## src/rtl/dual_issue_fetch_buffer_pkg.sv

```systemverilog
// Shared definitions for the dual-issue fetch buffer.
// Contents: MIPS-style opcode/funct constants, the NOP encoding, and dest_reg(),
// which returns the architectural register an instruction writes (0 = none).
package dual_issue_fetch_buffer_pkg;

  localparam logic [5:0] OP_RTYPE = 6'h00;
  localparam logic [5:0] OP_J     = 6'h02;
  localparam logic [5:0] OP_JAL   = 6'h03;
  localparam logic [5:0] OP_BEQ   = 6'h04;
  localparam logic [5:0] OP_BNE   = 6'h05;
  localparam logic [5:0] OP_LW    = 6'h23;
  localparam logic [5:0] OP_SW    = 6'h2B;
  localparam logic [5:0] FN_JR    = 6'h08;

  localparam logic [31:0] NOP = 32'h0000_0000;

  // Register written by instr; 0 means "writes nothing" (writes to $0 are discarded anyway).
  function automatic logic [4:0] dest_reg(input logic [31:0] instr);
    logic [5:0] op;
    op = instr[31:26];
    if (op == OP_RTYPE) begin
      dest_reg = (instr[5:0] == FN_JR) ? 5'd0 : instr[15:11];
    end else if (op == OP_JAL) begin
      dest_reg = 5'd31;
    end else if (op == OP_SW || op == OP_BEQ || op == OP_BNE || op == OP_J) begin
      dest_reg = 5'd0;
    end else begin
      dest_reg = instr[20:16];
    end
  endfunction

endpackage

```

## src/rtl/dual_issue_fetch_buffer_issue_pair_check.sv

```systemverilog
// Combinational pairing check for the two head queue entries.
// Ports:
//   instr_a    in  32  older instruction (slot1 candidate)
//   instr_b    in  32  younger instruction (slot2 candidate)
//   dual_ok    out 1   both may issue together
//   split_ctrl out 1   instr_a is a control transfer
//   split_mem  out 1   both are memory ops (single data port)
//   split_raw  out 1   instr_b reads instr_a's destination
//   split_waw  out 1   both write the same destination
module issue_pair_check
  import dual_issue_fetch_buffer_pkg::*;
(
  input  logic [31:0] instr_a,
  input  logic [31:0] instr_b,
  output logic        dual_ok,
  output logic        split_ctrl,
  output logic        split_mem,
  output logic        split_raw,
  output logic        split_waw
);

  logic [5:0] op_a;
  logic [5:0] op_b;
  logic [4:0] dest_a;
  logic       mem_a;
  logic       mem_b;
  logic       unused_bits;

  assign op_a   = instr_a[31:26];
  assign op_b   = instr_b[31:26];
  assign dest_a = dest_reg(instr_a);
  assign mem_a  = (op_a == OP_LW) || (op_a == OP_SW);
  assign mem_b  = (op_b == OP_LW) || (op_b == OP_SW);

  assign split_ctrl = (op_a == OP_BEQ) || (op_a == OP_BNE) || (op_a == OP_J) ||
                      (op_a == OP_JAL) || ((op_a == OP_RTYPE) && (instr_a[5:0] == FN_JR));
  assign split_mem  = mem_a && mem_b;
  // rs and rt of instr_b are compared regardless of whether its format reads them.
  assign split_raw  = (dest_a != 5'd0) &&
                      ((dest_a == instr_b[25:21]) || (dest_a == instr_b[20:16]));
  assign split_waw  = (dest_a != 5'd0) && (dest_a == dest_reg(instr_b));
  assign dual_ok    = !(split_ctrl || split_mem || split_raw || split_waw);

  // Shamt/imm bits and instr_a's rs do not influence pairing.
  assign unused_bits = ^{instr_a[25:21], instr_a[10:6], instr_b[10:6]};

endmodule

```

## src/rtl/dual_issue_fetch_buffer.sv

```systemverilog
// Instruction queue plus issue register between IMEM fetch and dual-issue decode.
// Ports:
//   clk, rst                 clock; synchronous active-high reset
//   fetch_valid[1:0]         instr0/instr1 valid (2'b10 is illegal and is ignored)
//   fetch_instr0/1, pc0/1    fetched instructions (0 older) and their PCs
//   fetch_ready              at least two free entries; writes accepted only when high
//   stall                    hold issue register, no pop (writes still accepted)
//   flush                    discard queue and issue register (beats stall and writes)
//   instruction1/2, pc1/2    issue register slots (slot1 older)
//   valid1/2                 slot holds a real instruction
//   count                    occupied queue entries
//   pair_split               last issue was single because a pairing rule fired
module dual_issue_fetch_buffer
  import dual_issue_fetch_buffer_pkg::*;
#(
  parameter int DEPTH = 8,
  parameter int AW    = $clog2(DEPTH)
) (
  input  logic          clk,
  input  logic          rst,
  input  logic [1:0]    fetch_valid,
  input  logic [31:0]   fetch_instr0,
  input  logic [31:0]   fetch_instr1,
  input  logic [31:0]   fetch_pc0,
  input  logic [31:0]   fetch_pc1,
  output logic          fetch_ready,
  input  logic          stall,
  input  logic          flush,
  output logic [31:0]   instruction1,
  output logic [31:0]   instruction2,
  output logic [31:0]   pc1,
  output logic [31:0]   pc2,
  output logic          valid1,
  output logic          valid2,
  output logic [AW:0]   count,
  output logic          pair_split
);

  localparam logic [AW:0] READY_MAX = (AW+1)'(DEPTH - 2);

  logic [31:0] instr_mem [DEPTH];
  logic [31:0] pc_mem    [DEPTH];

  logic [AW-1:0] rd_ptr_q, rd_ptr_d, wr_ptr_q, wr_ptr_d;
  logic [AW-1:0] rd_ptr_nx, wr_ptr_nx;
  logic [AW:0]   count_q, count_d, wr_cnt, pop_cnt;
  logic [31:0]   instr1_q, instr1_d, instr2_q, instr2_d;
  logic [31:0]   pc1_q, pc1_d, pc2_q, pc2_d;
  logic          valid1_q, valid1_d, valid2_q, valid2_d;
  logic          split_q, split_d;

  logic [31:0] head_instr, next_instr, head_pc, next_pc;
  logic        dual_ok, split_ctrl, split_mem, split_raw, split_waw;
  logic        unused_reasons;

  assign rd_ptr_nx  = rd_ptr_q + AW'(1);
  assign wr_ptr_nx  = wr_ptr_q + AW'(1);
  assign head_instr = instr_mem[rd_ptr_q];
  assign next_instr = instr_mem[rd_ptr_nx];
  assign head_pc    = pc_mem[rd_ptr_q];
  assign next_pc    = pc_mem[rd_ptr_nx];
  assign fetch_ready = (count_q <= READY_MAX);

  issue_pair_check u_pair_check (
    .instr_a    (head_instr),
    .instr_b    (next_instr),
    .dual_ok    (dual_ok),
    .split_ctrl (split_ctrl),
    .split_mem  (split_mem),
    .split_raw  (split_raw),
    .split_waw  (split_waw)
  );

  // Individual reasons are informational only; dual_ok already combines them.
  assign unused_reasons = split_ctrl ^ split_mem ^ split_raw ^ split_waw;

  always_comb begin
    wr_cnt   = '0;
    pop_cnt  = '0;
    instr1_d = instr1_q;
    instr2_d = instr2_q;
    pc1_d    = pc1_q;
    pc2_d    = pc2_q;
    valid1_d = valid1_q;
    valid2_d = valid2_q;
    split_d  = split_q;

    if (fetch_ready && !flush) begin
      case (fetch_valid)
        2'b01:   wr_cnt = (AW+1)'(1);
        2'b11:   wr_cnt = (AW+1)'(2);
        default: wr_cnt = '0;
      endcase
    end

    if (!stall) begin
      // Pop decision only looks at count_q, so entries written this edge wait a cycle.
      if (count_q == '0) begin
        pop_cnt = '0;
      end else if ((count_q >= (AW+1)'(2)) && dual_ok) begin
        pop_cnt = (AW+1)'(2);
      end else begin
        pop_cnt = (AW+1)'(1);
      end
      split_d  = (count_q >= (AW+1)'(2)) && !dual_ok;
      valid1_d = (pop_cnt != '0);
      valid2_d = (pop_cnt == (AW+1)'(2));
      instr1_d = valid1_d ? head_instr : NOP;
      pc1_d    = valid1_d ? head_pc    : 32'h0;
      instr2_d = valid2_d ? next_instr : NOP;
      pc2_d    = valid2_d ? next_pc    : 32'h0;
    end

    rd_ptr_d = rd_ptr_q + pop_cnt[AW-1:0];
    wr_ptr_d = wr_ptr_q + wr_cnt[AW-1:0];
    count_d  = count_q + wr_cnt - pop_cnt;
  end

  always_ff @(posedge clk) begin
    if (rst || flush) begin
      rd_ptr_q <= '0;
      wr_ptr_q <= '0;
      count_q  <= '0;
      instr1_q <= NOP;
      instr2_q <= NOP;
      pc1_q    <= '0;
      pc2_q    <= '0;
      valid1_q <= 1'b0;
      valid2_q <= 1'b0;
      split_q  <= 1'b0;
    end else begin
      rd_ptr_q <= rd_ptr_d;
      wr_ptr_q <= wr_ptr_d;
      count_q  <= count_d;
      instr1_q <= instr1_d;
      instr2_q <= instr2_d;
      pc1_q    <= pc1_d;
      pc2_q    <= pc2_d;
      valid1_q <= valid1_d;
      valid2_q <= valid2_d;
      split_q  <= split_d;
    end
  end

  // Storage has no reset; validity is tracked purely by pointers/count.
  always_ff @(posedge clk) begin
    if (!rst && wr_cnt != '0) begin
      instr_mem[wr_ptr_q] <= fetch_instr0;
      pc_mem[wr_ptr_q]    <= fetch_pc0;
      if (wr_cnt == (AW+1)'(2)) begin
        instr_mem[wr_ptr_nx] <= fetch_instr1;
        pc_mem[wr_ptr_nx]    <= fetch_pc1;
      end
    end
  end

  assign instruction1 = instr1_q;
  assign instruction2 = instr2_q;
  assign pc1          = pc1_q;
  assign pc2          = pc2_q;
  assign valid1       = valid1_q;
  assign valid2       = valid2_q;
  assign count        = count_q;
  assign pair_split   = split_q;

endmodule
```

## config.mk

```make
export PLATFORM = sky130hd
export DESIGN_NAME = dual_issue_fetch_buffer
export DESIGN_NICKNAME = d
export VERILOG_FILES = /design/src/rtl/dual_issue_fetch_buffer_pkg.sv /design/src/rtl/dual_issue_fetch_buffer_issue_pair_check.sv /design/src/rtl/dual_issue_fetch_buffer.sv
export SDC_FILE = /design/constraint.sdc
export NUM_CORES = 1
export LEC_CHECK = 0
export CAP_MARGIN = 5
export CORE_UTILIZATION = 35
export DETAILED_ROUTE_END_ITERATION = 8
export GPL_TIMING_DRIVEN = 1
export MAX_ROUTING_LAYER = met4
export SLEW_MARGIN = 20
export SYNTH_ARGS = -nofsm -noshare
export SYNTH_HDL_FRONTEND = slang
export SYNTH_SLANG_ARGS = --single-unit
export TNS_END_PERCENT = 30
```

## constraint.sdc

```tcl
create_clock -name clk -period 11.52 [get_ports clk]
set_clock_uncertainty 0.1 [all_clocks]
set_input_delay 3.456 -clock clk [delete_from_list [all_inputs] [get_ports clk]]
set_output_delay 3.456 -clock clk [all_outputs]
set_load 0.05 [all_outputs]
```

After elaboration in Yosys (flattened, before gate mapping)

Memories as Yosys holds them, arrays and structs flattened. A register that Yosys moved wholly into a read port is not among the register bits.
Index checks and enable logic that the tools add are counted.

Bits in registers: 141
Latch bits: 0
RAM bits: 512
ROM bits: 0
Bits of input ports: 134
Output and inout port bits: 136
Logic and storage cells: 100
Memories: 2

Memories:

| memory    | words | bits a word | read ports | clocked after Yosys merged registers in | write ports | RTL line                      | text |
|---|---|---|---|---|---|---|---|
| instr_mem | 8     | 32          | 2          | 1                                       | 2           | dual_issue_fetch_buffer.sv:41 | `logic [31:0] instr_mem [DEPTH];` |
| pc_mem    | 8     | 32          | 2          | 1                                       | 2           | dual_issue_fetch_buffer.sv:42 | `logic [31:0] pc_mem [DEPTH];` |

$add $sub $neg: 6
Multiply operators: 0
Divide/modulo/power cells: 0
Order comparisons: 2
Equal/unequal tests: 21
Shift operators: 0
Muxes and demuxes: 25
Bitwise gates (word level): 0
Reduce and logical (&&, ||, !) cells: 34

Operator list:

| cell                | count |
|---|---|
| $mux 32             | 4 |
| $mux 5              | 8 |
| $eq 6x2->1 const B  | 4 |
| $eq 6x3->1 const B  | 4 |
| $eq 6x6->1 const B  | 4 |
| $logic_or 1x1->1    | 17 |
| $eq 5x5->1          | 3 |
| $eq 6x4->1 const B  | 2 |
| $logic_not 6->1     | 2 |
| $eq 4x2->1 const B  | 2 |
| $logic_and 1x1->1   | 8 |
| $mux 4              | 2 |
| $reduce_bool 4->1   | 2 |
| $add 3x1->3 const B | 2 |
| $add 3x3->3         | 2 |
| $mux 2              | 3 |
| $mux 3              | 2 |
| $mux 1              | 5 |
| $reduce_bool 5->1   | 1 |
| $add 4x4->4         | 1 |
| $ge 4x2->1 const B  | 1 |
| $le 4x3->1 const B  | 1 |
| $logic_not 4->1     | 1 |
| $pmux 2 s2          | 1 |
| 4 further kinds     | 6 |

Longest topological paths before layout

Depth in word-level cells: 20
Depth in mapped cells: 25

Modules after synthesis

A second synthesis with hierarchy kept.

Cells, all modules: 2180
Area total of the unflattened synthesis: 34959.8 sq um

Modules (own cells, without submodules):

| module                  | instances | cells an instance | area an instance (sq um) | seq. area each (sq um) |
|---|---|---|---|---|
| dual_issue_fetch_buffer | 1         | 2079              | 34299.1                  | 18197.5 |
| issue_pair_check        | 1         | 101               | 660.6                    | 0.0 |

Least setup slack after synthesis

OpenSTA, ideal clock, no wires.

Path type: in2reg
Start: input port flush
End: memory instr_mem[0][0], enable pin
Library setup time: 0.581 ns
Arrival time: 8.815 ns
Required time: 10.839 ns
Path slack: 2.024 ns
Cell stages on the path: 3
Buffers on the path: 0
Cells stage by stage: nand3b_1 -> or3_1 -> o31ai_1

RTL lines:

| element            | RTL line                      | text |
|---|---|---|
| start: declaration | dual_issue_fetch_buffer.sv:28 | `input logic flush,` |
| end: declaration   | dual_issue_fetch_buffer.sv:41 |  |

Worst setup path in the final report

Start: register rd_ptr_q[1]
End: register count_q[3] (netlist: count[3])

Longest elaborated chain between the ends: 19
Elaborated cells between the ends (all ways): 35
Those cells by class: add/sub: 2; eq/ne: 10; mux: 8; reduce/logical: 14; memory: 1

RTL lines:

| element                                         | RTL line                                                                          | text |
|---|---|---|
| start: declaration                              | dual_issue_fetch_buffer.sv:44                                                     | `logic [AW-1:0] rd_ptr_q, rd_ptr_d, wr_ptr_q, wr_ptr_d;` |
| start signal: assignment                        | dual_issue_fetch_buffer.sv:132                                                    | `rd_ptr_q <= rd_ptr_d;` |
| $add 3x1->3 (*)                                 | dual_issue_fetch_buffer.sv:56                                                     | `assign rd_ptr_nx = rd_ptr_q + AW'(1);` |
| $mem_v2 8x32 (*)                                | -                                                                                 |  |
| $eq 6x6->1 / $eq 6x3->1 (equally long branches) | dual_issue_fetch_buffer_pkg.sv:25, dual_issue_fetch_buffer_issue_pair_check.sv:33 |  |
| $logic_or 1x1->1 (3 in a row)                   | dual_issue_fetch_buffer_pkg.sv:25                                                 | `end else if (op == OP_SW \|\| op == OP_BEQ \|\| op == OP_BNE \|\| op == OP_J) begin` |
| $mux 5                                          | dual_issue_fetch_buffer_pkg.sv:25                                                 |  |
| $mux 5                                          | dual_issue_fetch_buffer_pkg.sv:23                                                 | `end else if (op == OP_JAL) begin` |
| $mux 5                                          | dual_issue_fetch_buffer_pkg.sv:21                                                 | `if (op == OP_RTYPE) begin` |
| $eq 5x5->1                                      | dual_issue_fetch_buffer_issue_pair_check.sv:41                                    | `assign split_waw = (dest_a != 5'd0) && (dest_a == dest_reg(instr_b));` |
| $logic_and 1x1->1                               | dual_issue_fetch_buffer_issue_pair_check.sv:41                                    |  |
| $logic_or 1x1->1 (*)                            | dual_issue_fetch_buffer_issue_pair_check.sv:42                                    | `assign dual_ok = !(split_ctrl \|\| split_mem \|\| split_raw \|\| split_waw);` |
| $logic_not 1->1 (*)                             | dual_issue_fetch_buffer_issue_pair_check.sv:42                                    |  |
| $logic_and 1x1->1 (*)                           | dual_issue_fetch_buffer.sv:100                                                    | `end else if ((count_q >= (AW+1)'(2)) && dual_ok) begin` |
| $mux 2 (*)                                      | dual_issue_fetch_buffer.sv:100                                                    |  |
| $mux 2 (*)                                      | dual_issue_fetch_buffer.sv:98                                                     | `if (count_q == '0) begin` |
| $mux 4 (*) (2 in a row)                         | dual_issue_fetch_buffer.sv:96                                                     | `if (!stall) begin` |
| $sub 4x4->4 (*)                                 | dual_issue_fetch_buffer.sv:116                                                    | `count_d = count_q + wr_cnt - pop_cnt;` |
| end signal: assignment                          | dual_issue_fetch_buffer.sv:134                                                    | `count_q <= count_d;` |
| end: declaration                                | dual_issue_fetch_buffer.sv:46                                                     | `logic [AW:0] count_q, count_d, wr_cnt, pop_cnt;` |

Mark *: on every way between the ends. The rest lies on a longest branch, timed or not. The select of a mux whose other input is x is not followed.
A chain may end at the register's enable or synchronous reset.

==> summary.txt <==
Clock tree
  • Post-CTS Resized: 0
  • Clock Path Buffers: 3
  • TritonCTS buffer count: 76
  • Clock sinks: 653
  • Hold buffers post-CTS: 0
  • CTS tree: yes
  • CTS clk-pin slew, worst paths: 0.06 ns
  • H-Tree Level Count: 3
  • Worst-Skew Late Latency: 0.63 ns
  • Root Buffer: clkbuf_16
  • Post-CTS setup buffer count: 0

Die
  • Die X: 318.8 microns
  • Area of the die: 0.1016 sq mm
  • # IOs: 270
  • Starting density of the core: 0.3554
  • DIE HEIGHT: 318.8 microns
  • Row Count: 115
  • Core area: 0.09885 sq mm

Setup path
  • Critical Path Start Type: flop
  • CP Launch Point: rd_ptr_q[1]$_SDFF_PP0_
  • Crit path DAT: 8.14 ns
  • FF-to-FF End: count[3]$_SDFF_PP0_
  • R2r startpoint: rd_ptr_q[1]$_SDFF_PP0_
  • R2r setup slk: 3.77 ns
  • Reg2Reg Depth: 20
  • Critical Path RT: 11.91 ns
  • Critical path class: flop to flop
  • CP endpoint kind: flop
  • Worst-path fanout max: 68
  • Critical Path End: count[3]$_SDFF_PP0_

Synthesis
  • Area leader, netlist: edfxtp_1
  • Yosys warnings: 0
  • Synth Register Bits: 653
  • Synth top area share: 0.4376
  • Post-synth EDFFs: 512
  • Synthesized area per cell: 15.07 sq um
  • Post-synth cell types: 66
  • Post-Synthesis Cells: 2,331
  • Post-synth net total: 2,480
  • Synth top area cells: edfxtp_1 (44%), mux2_2 (17%), mux4_2 (16%)
  • Async SR Flop Fraction: 0
  • Syn Std Cell Area: 0.03513 sq mm
  • Post-synthesis sequential area ratio: 0.5180
  • Dominant synthesized flop cell: edfxtp_1

STA
  • TNS Setup: 0 ns
  • Setup slack after layout: 3.770 ns
  • Pins Over Slew Limit: 0
  • Final setup vio count: 0
  • Fmax: 129.0 MHz
  • Crit path time final: 7.750 ns
  • Fin. Hold Viols: 0
  • Unrepaired setup endpoints after global routing: false
  • Measured slew at the worst slew-check pin: 1.151 ns
  • Slew margin rel.: 0.2329
  • Period utilization: 0.6727

Power and ir drop
  • Logic pwr share: 0.235
  • Flop pwr share: 0.407
  • Maximum VDD drop: 0.0001092 V
  • Internal: 4.610 mW
  • Switch Pwr: 1.932 mW
  • Net Sw Frac: 0.2953
  • Pleak: 12.96 nW
  • Power per cell area: 156.9 mW/mm^2
  • Clock share of power: 0.359

Hold path
  • Worst Hold Class: flop to flop

Final layout
  • Share of layout cells above drive strength 1: 0.3708
  • Commonest cells after routing, fill and taps aside: mux2_2 (540), edfxtp_1 (512), clkdlybuf4s50_1 (268), mux4_2 (247), dfxtp_1 (138)
  • Nets: 2,694
  • Area Overhead vs Synth: 18.70%
  • Commonest non-fill, non-tap cell in the layout: mux2_2
  • Post-route insts no fill: 3,916

Placed design
  • Final RePlAce weighted congestion: 0.8487
  • Detailed placement HPWL: 69,050 microns
  • Placed Cells: 3,753
  • Post-Place Worst Slack: 3.625 ns
  • I/O Buffers: 269

Detailed routing
  • DRC: 0
  • Via count: 22,730
  • DR vias/cell: 5.803
  • 1st-pass router iterations: 6
  • Drt total wl: 112,100 microns
  • Initial drt markers: 2,052
  • Routed Antenna Nets: 0
  • WL per Instance: 28.64 microns

Global routing
  • Initial antenna violation count: 24
  • GRT Total Usage: 0.2247
  • Largest net degree at the start of global routing: 69
  • Vias in the first global route: 23,840
  • Global-route wire length before repair: 162,900 microns
  • GR Overflow Total: 0

Outcome
  • Status: complete, no violations

Flow run
  • MaxCap Viol Count: 0
-- logic make-up (layout without fill, tap and decap cells) --
family,Yosys count,after routing,share of synthesized area
flip-flops,653,653,0.5180
XOR/XNOR,20,20,0.005200
buffers and inverters,196,470,0.02329
AND/OR/NAND/NOR,319,319,0.03932
other,0,24,0
multiplexers,911,911,0.3668
adder cells (fa/ha/maj),15,15,0.006197
AO/OA/AOI/OAI,217,217,0.04128
-- state kept, by name, summed over array words and instances, names as in the netlist --
signal and cells:
instr_mem 256, pc_mem 256, instruction1 32, instruction2 32, pc1 32, pc2 32, count 4, rd_ptr_q 3
wr_ptr_q 3, pair_split 1, valid1 1, valid2 1
-- how the worst min path moves through the flow --
stage	slack (ns)	start	to	cells after the start
4_1_cts	0.35	pc2[15]$_SDFFE_PP0N_	pc2[15]$_SDFFE_PP0N_	2
5_1_grt	0.38	instruction2[30]$_SDFFE_PP0N_	instruction2[30]$_SDFFE_PP0N_	2
6_report	0.35	valid2$_SDFFE_PP0N_	valid2$_SDFFE_PP0N_	2
3_5_place_dp	0.34	pc2[15]$_SDFFE_PP0N_	pc2[15]$_SDFFE_PP0N_	2
2_1_floorplan	0.49	rd_ptr_q[0]$_SDFF_PP0_	rd_ptr_q[0]$_SDFF_PP0_	2
3_3_place_gp	0.34	pc2[19]$_SDFFE_PP0N_	pc2[19]$_SDFFE_PP0N_	2
-- final cells by class --
class | instances | area, sq um
diodes | 24 | 60.06
clock buffers | 115 | 2203
clock inverters | 23 | 170.2
fillers | 8844 | 57150
inverters | 19 | 71.32
multi-input cells | 1482 | 16340
flip-flops and latches | 653 | 18210
well taps | 1287 | 1610
repair buffers | 313 | 3040
-- worst max-delay path, stage by stage, from the launching register on --
cell	delay, ns
dfxtp_4	1.05
ha_4	0.88
buf_4	0.61
mux4_2	0.60
mux2i_1	0.41
xor2_1	0.11
nor3_1	0.45
a31oi_1	0.11
a21oi_1	0.33
xnor2_1	0.17
a32oi_1	0.13
o211a_1	0.26
o211ai_4	0.58
nor3_1	0.21
fa_1	0.61
inv_1	0.06
ha_1	0.27
a21o_1	0.18
a21oi_1	0.19
xnor2_1	0.15
nor2_1	0.05
-- metal layers --
| metal | vias to the layer above | track usage | part of all wire |
|---|---|---|---|
| li1 | 9784 | - | - |
| met1 | 11880 | 0.2827 | 0.41 |
| met2 | 895 | 0.3592 | 0.48 |
| met3 | 168 | 0.04776 | 0.078 |
| met4 | 0 | 0.07568 | 0.028 |
| met5 | - | - | 0 |
-- synthesized netlist by cell type (12+ instances only) --
cell type and number:
nor2_1 137, xnor2_1 12, edfxtp_1 512, dfxtp_1 141, a22oi_1 24, nor3_1 17
a21oi_1 62, o21ai_0 19, mux2i_1 124, o31ai_1 65, nand3_1 13, buf_1 22
mux4_2 247, clkbuf_1 115, mux2_2 540, inv_1 19, nand2_1 110, buf_2 30
-- through the flow --
stage          power (mW)    util  cell area, sq um  hold slack, ns
6_report            6.542  0.4219             41700          0.3512
5_1_grt             6.773  0.4219             41700          0.3752
4_1_cts             6.596  0.4210             41620          0.3524
3_5_place_dp        4.249  0.3970             39240          0.3390
3_3_place_gp        4.226  0.3970             39240          0.3402
2_1_floorplan       3.752       -             35130          0.4911
-- power by group through the flow --
stage / combinational [mW] / clock [mW] / sequential [mW]
after floorplan: 0.960 / 0 / 2.79
final: 1.54 / 2.35 / 2.66
after CTS: 1.55 / 2.39 / 2.66
after global placement: 1.52 / 0 / 2.71
after detailed placement: 1.54 / 0 / 2.71
after global routing: 1.64 / 2.47 / 2.67
(Power assumes the default switching activity.)
